File: config.mk
export PLATFORM = sky130hd
export DESIGN_NAME = hit_detector
export DESIGN_NICKNAME = d
export VERILOG_FILES = /design/src/rtl/whack_pkg.sv /design/src/rtl/btn_debounce.sv /design/src/rtl/hit_detector.sv
export SDC_FILE = /design/constraint.sdc
export NUM_CORES = 1
export LEC_CHECK = 0
export CAP_MARGIN = 20
export CORE_ASPECT_RATIO = 1.4
export CORE_UTILIZATION = 50
export CTS_BUF_LIST = sky130_fd_sc_hd__clkbuf_8
export CTS_CLUSTER_DIAMETER = 40
export CTS_CLUSTER_SIZE = 16
export DETAILED_ROUTE_END_ITERATION = 10
export PLACE_DENSITY_LB_ADDON = 0.08
export SYNTH_ARGS = -nofsm -noshare
export SYNTH_HDL_FRONTEND = slang
export SYNTH_SLANG_ARGS = --single-unit
export TNS_END_PERCENT = 100
File: constraint.sdc
create_clock -name clk -period 2.7 [get_ports clk]
set_input_delay 0.54 -clock clk [delete_from_list [all_inputs] [get_ports clk]]
set_output_delay 0.54 -clock clk [all_outputs]
set_load 0.05 [all_outputs]
File: src/rtl/whack_pkg.sv
// Shared constants and FSM encoding for the whack-a-mole input path.
package whack_pkg;

   localparam int N_HOLES_DEF          = 4;
   localparam int DEBOUNCE_CYCLES_DEF  = 1000000;
   localparam int DEBOUNCE_CYCLES_SIM  = 4;

   typedef enum logic [1:0] {
      IDLE = 2'd0,
      HIT  = 2'd1,
      MISS = 2'd2,
      GAP  = 2'd3
   } hit_state_e;

endpackage

File: src/rtl/btn_debounce.sv
// One button: two-flop synchroniser followed by a stable-level debounce counter.
module btn_debounce
   import whack_pkg::*;
#(
   parameter int DEBOUNCE_CYCLES = DEBOUNCE_CYCLES_DEF
) (
   input  logic clk,
   input  logic reset_n,
   input  logic raw,
   output logic level
);

   localparam int CW = (DEBOUNCE_CYCLES > 2) ? $clog2(DEBOUNCE_CYCLES) : 1;

   logic          sync_a;
   logic          sync_b;
   logic [CW-1:0] cnt;

   always_ff @(posedge clk or negedge reset_n) begin
      if (!reset_n) begin
         sync_a <= 1'b0;
         sync_b <= 1'b0;
      end else begin
         sync_a <= raw;
         sync_b <= sync_a;
      end
   end

   // Level only moves after DEBOUNCE_CYCLES consecutive disagreeing samples.
   always_ff @(posedge clk or negedge reset_n) begin
      if (!reset_n) begin
         cnt   <= '0;
         level <= 1'b0;
      end else if (sync_b == level) begin
         cnt <= '0;
      end else if (cnt == CW'(DEBOUNCE_CYCLES - 1)) begin
         cnt   <= '0;
         level <= sync_b;
      end else begin
         cnt <= cnt + 1'b1;
      end
   end

endmodule

File: src/rtl/hit_detector.sv
// Debounces hole buttons, judges presses against lit moles and emits spaced hit/miss pulses.
module hit_detector
   import whack_pkg::*;
#(
   parameter int N_HOLES         = N_HOLES_DEF,
   parameter int DEBOUNCE_CYCLES = DEBOUNCE_CYCLES_DEF
) (
   input  logic               clk,
   input  logic               reset_n,
   input  logic [N_HOLES-1:0] btn,
   input  logic [N_HOLES-1:0] mole_active,
   input  logic               game_en,
   output logic               score_inc,
   output logic               miss,
   output logic [N_HOLES-1:0] mole_clear,
   output logic [N_HOLES-1:0] btn_level
);

   localparam int IW = (N_HOLES > 1) ? $clog2(N_HOLES) : 1;

   logic [N_HOLES-1:0] level_d;
   logic [N_HOLES-1:0] press;
   logic [N_HOLES-1:0] pending;
   logic [N_HOLES-1:0] pending_nxt;
   logic [N_HOLES-1:0] pend_hit;
   logic [N_HOLES-1:0] pend_hit_nxt;
   logic [N_HOLES-1:0] clr_mask;
   logic [IW-1:0]      sel_idx;
   logic [IW-1:0]      k_q;
   logic [IW-1:0]      k_nxt;
   logic               any_pend;
   hit_state_e         state;
   hit_state_e         state_nxt;

   for (genvar g = 0; g < N_HOLES; g++) begin : g_db
      btn_debounce #(
         .DEBOUNCE_CYCLES(DEBOUNCE_CYCLES)
      ) u_db (
         .clk    (clk),
         .reset_n(reset_n),
         .raw    (btn[g]),
         .level  (btn_level[g])
      );
   end

   assign press = btn_level & ~level_d;

   always_comb begin
      sel_idx  = '0;
      any_pend = 1'b0;
      for (int unsigned i = 0; i < N_HOLES; i++) begin
         if (pending[i] && !any_pend) begin
            sel_idx  = IW'(i);
            any_pend = 1'b1;
         end
      end
   end

   always_comb begin
      state_nxt = state;
      k_nxt     = k_q;
      clr_mask  = '0;
      case (state)
         IDLE: begin
            if (game_en && any_pend) begin
               k_nxt             = sel_idx;
               clr_mask[sel_idx] = 1'b1;
               state_nxt         = pend_hit[sel_idx] ? HIT : MISS;
            end
         end
         HIT:     state_nxt = GAP;
         MISS:    state_nxt = GAP;
         GAP:     state_nxt = IDLE;
         default: state_nxt = IDLE;
      endcase
   end

   // A fresh press on the bit being served re-arms it; repeat presses merge.
   always_comb begin
      pending_nxt  = '0;
      pend_hit_nxt = pend_hit;
      if (game_en) begin
         pending_nxt  = (pending & ~clr_mask) | press;
         pend_hit_nxt = (pend_hit & ~press) | (mole_active & press);
      end
   end

   always_ff @(posedge clk or negedge reset_n) begin
      if (!reset_n) begin
         level_d  <= '0;
         pending  <= '0;
         pend_hit <= '0;
         state    <= IDLE;
         k_q      <= '0;
      end else begin
         level_d  <= btn_level;
         pending  <= pending_nxt;
         pend_hit <= pend_hit_nxt;
         state    <= state_nxt;
         k_q      <= k_nxt;
      end
   end

   // Pulses are registered from the next state so they align with HIT/MISS.
   always_ff @(posedge clk or negedge reset_n) begin
      if (!reset_n) begin
         score_inc  <= 1'b0;
         miss       <= 1'b0;
         mole_clear <= '0;
      end else begin
         score_inc  <= (state_nxt == HIT);
         miss       <= (state_nxt == MISS);
         mole_clear <= (state_nxt == HIT) ? (N_HOLES'(1) << k_nxt) : '0;
      end
   end

endmodule

* Word-level counts from Yosys, hierarchy flattened
Index checks and enable logic that the tools add are counted.
W data, S select, Z words.
** Storage, ports and cells
- Register bits :: 114
- Bits of input ports :: 11
- Logic and storage cells :: 99
** Operators by class
- Add/subtract/negate cells :: 4
- Order comparisons :: 2
- Equal/unequal tests :: 13
- Shifts and indexed selects :: 1
- Multiplexer cells :: 28
- Bitwise operators :: 13
- Reduce and logical (&&, ||, !) cells :: 14
** Operators with widths (count)
- $mux W20 :: 8
- $add A20 B1 Y20 const B :: 4
- $eq A20 B20 Y1 const B :: 4
- $and A4 B4 Y4 :: 4
- $mux W4 :: 4
- $mux W2 :: 6
- $not A4 Y4 :: 3
- $or A4 B4 Y4 :: 2
- $reduce_and A2 Y1 :: 4
- $mux W1 :: 7
- $eq A2 B2 Y1 const B :: 3
- $pmux W2 S3 :: 1
- $logic_and A1 B1 Y1 :: 5
- $eq A1 B1 Y1 :: 4
- $eq A2 B1 Y1 const B :: 2
- $not A1 Y1 :: 4
- $shl A1 B2 Y4 const A :: 1
- $logic_not A1 Y1 :: 3
- $lt A2 B3 Y1 const B :: 1
- $bmux W1 S2 :: 1
- $demux W1 S2 :: 1
- $ge A2 B1 Y1 const B :: 1
- $logic_not A2 Y1 :: 1
- $reduce_or A2 Y1 :: 1

* Depth between registers and ports, before layout
Gate-level depths: netlist of the first run.
- Depth after elaboration :: 20
- Depth in mapped cells :: 7
- Mapped depth without buffers :: 6

* Cells and area by module
From an unflattened synthesis of the first run, not the netlist that was laid out.
** Unflattened totals
- Cells, all modules :: 514
- Area, all modules :: 5417.7 µm²
** By module, submodules not included
- btn_debounce :: instances 4, cells each 108, area each 1114.8 µm², seq. area each 575.6 µm²
- hit_detector :: instances 1, cells each 82, area each 958.4 µm², seq. area each 550.5 µm²

* Worst setup path after synthesis of the first run
Ideal clock, no wire load.
- Path type :: reg2reg
- Start point :: reg g_db[3].u_db.cnt[0]
- End point :: reg g_db[3].u_db.cnt[18]
- Library setup time :: 0.077 ns
- Data arrival time :: 1.893 ns
- Path slack :: 0.730 ns
- Cell stages (with the launch flop) :: 7
- Clock period less this slack :: 1.970 ns
- Cells stage by stage :: dfrtp_1 > ha_1 > nand2_1 > or4_1 > buf_2 > or4_1 > a21oi_1
** On the way
- Longest elaborated chain between the ends :: 3
** Ends and longest elaborated chain
- start, declared :: RTL line btn_debounce.sv:17 : logic [CW-1:0] cnt;
- start signal, assigned :: RTL line btn_debounce.sv:40 : cnt <= cnt + 1'b1;
- $add A20 B1 Y20 or $eq A20 B20 Y1 (tied branches) :: RTL line btn_debounce.sv:40, btn_debounce.sv:36
- $mux W20 * :: RTL line btn_debounce.sv:36 : end else if (cnt == CW'(DEBOUNCE_CYCLES - 1)) begin
- $mux W20 * :: RTL line btn_debounce.sv:34 : end else if (sync_b == level) begin
Mark *: on every way between the ends. The rest lies on a longest branch, timed or not.
A chain may end at the register's enable or synchronous reset.

* Worst setup path in the final report of the first run
- Start point :: reg g_db[0].u_db.level
- End point :: out btn_level[0]
** RTL lines
- start, declared :: RTL line btn_debounce.sv:10 : output logic level
- start signal, assigned :: RTL line btn_debounce.sv:38 : level <= sync_b;
- end, declared :: RTL line hit_detector.sv:16 : output logic [N_HOLES-1:0] btn_level
No word-level cell between the ends.

==> out/metrics.csv, run 1 <==
stage;metric;value;unit
clock_tree;Reg clk slew, reported paths;0.06;ns
yosys;Post-synth ARST share;100;%
clock_tree;H-tree levels;4;
drt;via count;3899;
setup_path;worst reg2reg path depth;5;
final_layout;Diodes inserted;0;
setup_path;crit path max-delay cell type;clkdlybuf4s50_1;
setup_path;crit end category;output port;
final_layout;layout cell share with drive strength beyond 1;10.1;%
grt;Overflow after GRT;0;
yosys;Mapped Area;5340;um2
timing;Fin. Hold Viols;0;
setup_path;crit path max fanout;6;
power;net switching power figure;881;uW
timing;Layout Skew;0.00828;ns
yosys;Top FF cell, synth;dfrtp_1;
grt;met2 Usage GRT;33.4;%
power;design internal power;2.74;mW
grt;vias in the first global route;3900;
yosys;count of different cell masters after synthesis;47;
grt;initial antenna violation count;0;
clock_tree;clock buffer depth;2;
setup_path;Critical Path, Cell by Cell;clkdlybuf4s50_1;
timing;Slew Limit Headroom;54.9;%
clock_tree;CTS Buf Count;17;
clock_tree;setup bufs post-CTS;0;
yosys;top cells by count, synth;dfrtp_1 (114), nor2_1 (64), a21oi_1 (33);
timing;minimum clock period;2.26;ns
power;Net Sw Frac;24.3;%
yosys;Ys Warns;0;
setup_path;Slowest Stage Delay on Critical Path;0.84;ns
power;Comb power frac;9.4;%
yosys;top-count cell post-synth;dfrtp_1;
drt;first-iteration detailed-routing DRC count;185;
setup_path;Worst setup SP type;flip-flop;
power;Clk pwr share;41.3;%
grt;GR met1 Demand/Resource;23.1;%
final_layout;Syn-to-layout area delta;13.5;%
drt;antenna viol nets, final;0;
timing;fmax;0.443;GHz
floorplanning;Die Y;124;um
yosys;Syn Inst Count;526;
clock_tree;clock latency on the worst-skew pair;0.43;ns
yosys;area share of the leading cell type in the synthesized netlist;53.4;%
timing;TNS Setup;0;ns
drt;DR pass1 iterations;7;
clock_tree;CTS tree;done;
place;pre-CTS WS;0.475;ns
yosys;#FFs+latches synth;114;
clock_tree;Hold-fix buffers, CTS;0;
timing;Final Worst Setup Slack;0.442;ns
clock_tree;clock net sink count;114;
setup_path;kind of critical path;flip-flop to output port;
setup_path;Worst path depth;1;
drt;drt total wl;9810;um
timing;Worst Tran Pin Value;0.668;ns
setup_path;CP bufs+invs;1;
yosys;Synth Net Count;542;
clock_tree;CTS root buf;clkbuf_8;
yosys;EDFF count, synth;0;
power;Pwr Density;597;nW/um2
timing;fin crit share;83.6;%
floorplanning;die area;11100;um2
grt;first-pass GRT wire length;17100;um
grt;layer with the highest usage;met2;
setup_path;Largest delay share family, worst path;buffers and inverters;
drt;Via density;5.53;
timing;WHS;0.0960;ns
power;Lkg Pwr;2.51;nW
yosys;top cells by area, synth;dfrtp_1 (53%), nor2_1 (4.5%), xor2_1 (4.3%);
grt;largest net degree at the start of global routing;45;
run_status;status;finished clean;
floorplanning;FP Rows;44;
place;Final HPWL DP;6820;um
floorplanning;Die Span X;89.4;um
yosys;syn avg cell area;10.2;um2
hold_path;Hold WC Path Type;primary input to asynchronous set/reset pin;
job;Max Cap Viol;0;
timing;unrepaired setup endpoints after global routing;false;
timing;final setup violation count;0;
final_layout;Net count, final;570;
clock_tree;post-cts repair resize count;0;
drt;drt wl/cell;13.9;um
setup_path;Worst Path Arrival;1.72;ns
yosys;largest area contributor in the netlist;dfrtp_1;
drt;post-route DRC violation count;0;
floorplanning;core box area;10400;um2
grt;met3 Use GR;6.30;%
place;routability cong.;0.828;
power;Reg power frac;49.3;%
power;Peak VDD IR;0.352;mV
yosys;register area share after synthesis;53.4;%
grt;Total GRT Usage;20.1;%
timing;fin. max-slew vios;0;
setup_path;required time worst endpoint;2.16;ns
floorplanning;initial core utilization;51.4;%
place;IO buf count;20;
floorplanning;# IOs;21;
==> power groups by stage <==
stage	Combinational (mW)	Clock [mW]	Sequential (mW)
detailed placement	0.344	0	1.82
finish	0.340	1.50	1.79
global route	0.378	1.63	1.79
floorplan	0.171	0	1.86
CTS	0.344	1.54	1.79
global placement	0.328	0	1.82
==> registers in the layout, indices dropped and copies added, names as in the netlist, named ones only <==
register	flops
g_db.u_db.sync_a	4
k_q	2
g_db.u_db.cnt	80
mole_clear	4
miss	1
g_db.u_db.level	4
g_db.u_db.sync_b	4
pending	4
level_d	4
score_inc	1
state	2
==> metrics by stage <==
| stage | util [%] | std cells | cell area (um2) | power (mW) |
|---|---|---|---|---|
| floorplan | - | 526 | 5340 | 2.03 |
| global placement | 54.7 | 673 | 5690 | 2.15 |
| detailed placement | 54.7 | 673 | 5690 | 2.16 |
| CTS | 58.3 | 705 | 6060 | 3.67 |
| global route | 58.3 | 705 | 6060 | 3.80 |
| finish | 58.3 | 705 | 6060 | 3.62 |
==> cell type report <==
| type | count | area (um2) |
|---|---|---|
| fillers | 909 | 4340 |
| clock inverters | 12 | 101 |
| clock buffers | 20 | 275 |
| inverters | 21 | 78.8 |
| multi-input cells | 371 | 2320 |
| flip-flops and latches | 114 | 2850 |
| well taps | 138 | 173 |
| repair buffers | 29 | 265 |
==> layout by cell type, fill, tap and decap left out, types with 19 or more instances in the layout <==
| cell | instances |
|---|---|
| a21oi_1 | 33 |
| clkbuf_8 | 20 |
| clkdlybuf4s50_1 | 19 |
| dfrtp_1 | 114 |
| inv_1 | 28 |
| nand2_1 | 31 |
| nand3_1 | 27 |
| nor2_1 | 64 |
| xnor2_1 | 24 |
| xor2_1 | 26 |
==> path summary, 6_finish.rpt <==
check | startpoint | end | slack, ns
min in group clk | g_db[1].u_db.sync_a | g_db[1].u_db.sync_b | 0.35
worst max register to register | g_db[3].u_db.cnt[0] | g_db[3].u_db.cnt[18] | 0.59
max in group asynchronous | reset_n | g_db[2].u_db.cnt[15] | 1.82
worst min-delay path | reset_n | score_inc | 0.1
worst min register to register | g_db[1].u_db.sync_a | g_db[1].u_db.sync_b | 0.35
worst max-delay path | g_db[0].u_db.level | btn_level[0] | 0.44
==> layer usage <==
layer | up-vias | part of all wire (%)
li1 | 1919 | -
met5 | - | 0
met4 | 0 | 1.7
met2 | 57 | 51
met1 | 1906 | 43
met3 | 17 | 3.5
==> logic make-up (layout without fill, tap and decap cells) <==
logic type | after synthesis | count (layout) | share of synthesized area, %
and+or+nand+nor | 234 | 234 | 23.9
DFF | 114 | 114 | 53.4
AOI/OAI and AO/OA | 74 | 74 | 8.36
xor gates and xnor gates | 50 | 50 | 8.19
buffers and inverters | 41 | 82 | 3.32
muxes | 8 | 8 | 1.69
adders and majority gates | 5 | 5 | 1.17
Note: power is estimated with default switching activity, not from simulation.
==> run 2: changes to the inputs <==
Clock period 2.7 ns to 2.05 ns, I/O delays scaled along.
==> run 2 against run 1 <==
  * First-iteration DRC count increased by 18%
  * Flip-flop and latch count unchanged
  * Clock skew increased by 0.0037 ns
  * Combinational power increased by 39%
  * Core utilization increased by 2.3 points
  * Via count increased by 3.0%
  * Non-clock buffer count increased by 23
  * Clock power increased by 35%
  * Sequential power increased by 31%
  * Worst setup slack got worse by 0.37 ns
  * Total power increased by 34%
  * Final area increased by 3.9%
  * Largest cell class unchanged
  * Largest power group unchanged
  * Highest routed layer unchanged
==> out/metrics.csv, run 2 (synthesized netlist as in run 1, its figures left out) <==
stage;metric;value;unit
clock_tree;Reg clk slew, reported paths;0.06;ns
timing;Worst Tran Pin Value;0.710;ns
timing;Layout Skew;0.0120;ns
place;Placed Cells;694;
drt;Via density;5.52;
final_layout;Diodes inserted;0;
timing;fmax;0.506;GHz
power;design internal power;3.65;mW
timing;TNS Setup;0;ns
timing;final setup violation count;0;
final_layout;Post-Layout Cell Count;727;
clock_tree;clock buffer depth;2;
setup_path;Worst setup SP type;flip-flop;
timing;Slew Limit Headroom;52.1;%
setup_path;Slowest Stage Delay on Critical Path;0.54;ns
timing;fin. max-slew vios;0;
final_layout;fill count;884;
power;Peak VDD IR;0.427;mV
floorplanning;Die Span X;89.4;um
final_layout;most frequent cells in the layout;dfrtp_1 (114), nor2_1 (63), a21oi_1 (33);
run_status;status;finished clean;
power;Pwr Density;769;nW/um2
setup_path;worst r2r src;g_db[3].u_db.cnt[6];
drt;via count;4015;
grt;first-pass GRT wire length;17500;um
drt;drt wl/cell;13.9;um
drt;first-iteration detailed-routing DRC count;218;
clock_tree;H-tree levels;4;
setup_path;crit path max fanout;3;
hold_path;hold depth;0;
floorplanning;core box area;10400;um2
final_layout;multi-input logic area;2340;um2
drt;post-route DRC violation count;0;
place;Final HPWL DP;7160;um
job;Max Cap Viol;0;
timing;minimum clock period;1.97;ns
clock_tree;clock latency on the worst-skew pair;0.44;ns
floorplanning;die area;11100;um2
final_layout;max FFs per register;80;
setup_path;crit path max-delay cell type;or4_4;
timing;unrepaired setup endpoints after global routing;true;
power;Net Sw Frac;24.7;%
clock_tree;clock net sink count;114;
hold_path;Hold WC Path Type;flip-flop to flip-flop;
final_layout;layout cell share with drive strength beyond 1;15.3;%
setup_path;required time worst endpoint;2.37;ns
floorplanning;initial core utilization;51.4;%
place;routability cong.;0.778;
grt;Total GRT Usage;20.5;%
floorplanning;# IOs;21;
grt;vias in the first global route;3952;
clock_tree;CTS root buf;clkbuf_8;
drt;antenna viol nets, final;0;
setup_path;crit end category;flip-flop;
clock_tree;CTS tree;done;
drt;drt total wl;10100;um
final_layout;commonest non-fill, non-tap cell in the layout;dfrtp_1;
setup_path;reg2reg end;g_db[3].u_db.level;
power;net switching power figure;1.20;mW
place;IO buf count;20;
power;Comb power frac;9.7;%
setup_path;worst reg2reg path depth;4;
timing;Fin. Hold Viols;0;
power;Clk pwr share;41.8;%
setup_path;Worst Path Arrival;2.30;ns
final_layout;Net count, final;593;
grt;initial antenna violation count;0;
final_layout;Syn-to-layout area delta;17.9;%
hold_path;hold path endpoint;g_db[3].u_db.sync_b;
power;Lkg Pwr;2.66;nW
final_layout;register area;2850;um2
final_layout;final core utilization;60.5;%
power;Reg power frac;48.5;%
final_layout;Top reg by flops;g_db.u_db.cnt;
timing;fin crit share;96.3;%
setup_path;kind of critical path;flip-flop to flip-flop;
floorplanning;FP Rows;44;
grt;Overflow after GRT;0;
clock_tree;CTS Buf Count;17;
floorplanning;Die Y;124;um
hold_path;Hold Crit Start;g_db[3].u_db.sync_a;
grt;largest net degree at the start of global routing;32;
drt;DR pass1 iterations;4;
setup_path;Critical Path, Cell by Cell;or4b_1 -> or4_4 -> nor2_2 -> mux2_2;
setup_path;r2r setup slk;0.08;ns
==> run 2: changes by cell type in the layout (fill, tap and decap cells not counted), moves of 2 or more <==
cell             change
buf_12               +2
dlygate4sd2_1        +3
inv_1                -6
clkdlybuf4s50_1      -4
buf_4               +19
clkinv_2             +2
or4_4                +4
or4_1                -4
clkinvlp_4           +2
==> run 2: how the worst max path moves through the flow <==
stage / depth (start not counted) / endpoint / startpoint
floorplan: 6 / g_db[3].u_db.cnt[18] / g_db[3].u_db.cnt[0]
global placement: 4 / g_db[3].u_db.level / g_db[3].u_db.cnt[8]
detailed placement: 4 / g_db[3].u_db.level / g_db[3].u_db.cnt[6]
CTS: 1 / btn_level[0] / g_db[0].u_db.level
global route: 4 / g_db[1].u_db.level / g_db[1].u_db.cnt[16]
finish: 4 / g_db[3].u_db.level / g_db[3].u_db.cnt[6]
==> run 2: layout make-up <==
type	instances	area share, %
Sequential cell	114	45.3
Clock inverter	11	1.79
Multi-Input combinational cell	371	37.1
Inverter	21	1.25
Timing Repair Buffer	52	7.43
Tap cell	138	2.74
Clock buffer	20	4.37
==> run 2: per-stage QoR <==
step | power [mW] | area, um2 | setup WS [ns] | hold slack, ns
CTS | 4.92 | 6260 | 0.000641 | 0.351
finish | 4.85 | 6300 | 0.0754 | 0.348
global route | 5.07 | 6300 | -0.000387 | 0.363
floorplan | 2.67 | 5340 | 0.0797 | 0.114
detailed placement | 2.87 | 5870 | 0.0264 | 0.336
global placement | 2.85 | 5870 | 0.0852 | 0.332
==> run 2: power by group through the flow <==
stage | Clock [mW] | Combinational, mW | Sequential [mW]
after CTS | 2.09 | 0.479 | 2.35
after global routing | 2.18 | 0.531 | 2.36
after global placement | 0 | 0.463 | 2.39
final | 2.02 | 0.471 | 2.35
after floorplan | 0 | 0.225 | 2.45
after detailed placement | 0 | 0.476 | 2.39
==> run 2: repair_timing <==
item                       CTS  global route
hold buffers                 1             0
hold endpoints to repair    20             0
gates resized for setup      3             8
setup endpoints to repair    3            15
pin swaps                    0             0
setup buffers                0             1
==> run 2: metal layers <==
| layer | part of all wire [%] | wire length (um) | GRT usage, % | vias up |
|---|---|---|---|---|
| li1 | - | - | - | 1965 |
| met1 | 42 | 4230 | 23.0 | 1982 |
| met2 | 53 | 5380 | 35.3 | 52 |
| met3 | 2.9 | 294 | 5.83 | 16 |
| met4 | 1.7 | 170 | 8.96 | 0 |
| met5 | 0 | 0 | 0 | - |
==> run 2: critical path, delay by kind of cell (launching register included) <==
family           cells  cell delay (ns)
DFF                  1             0.39
and+or+nand+nor      3             1.14
muxes                1             0.33
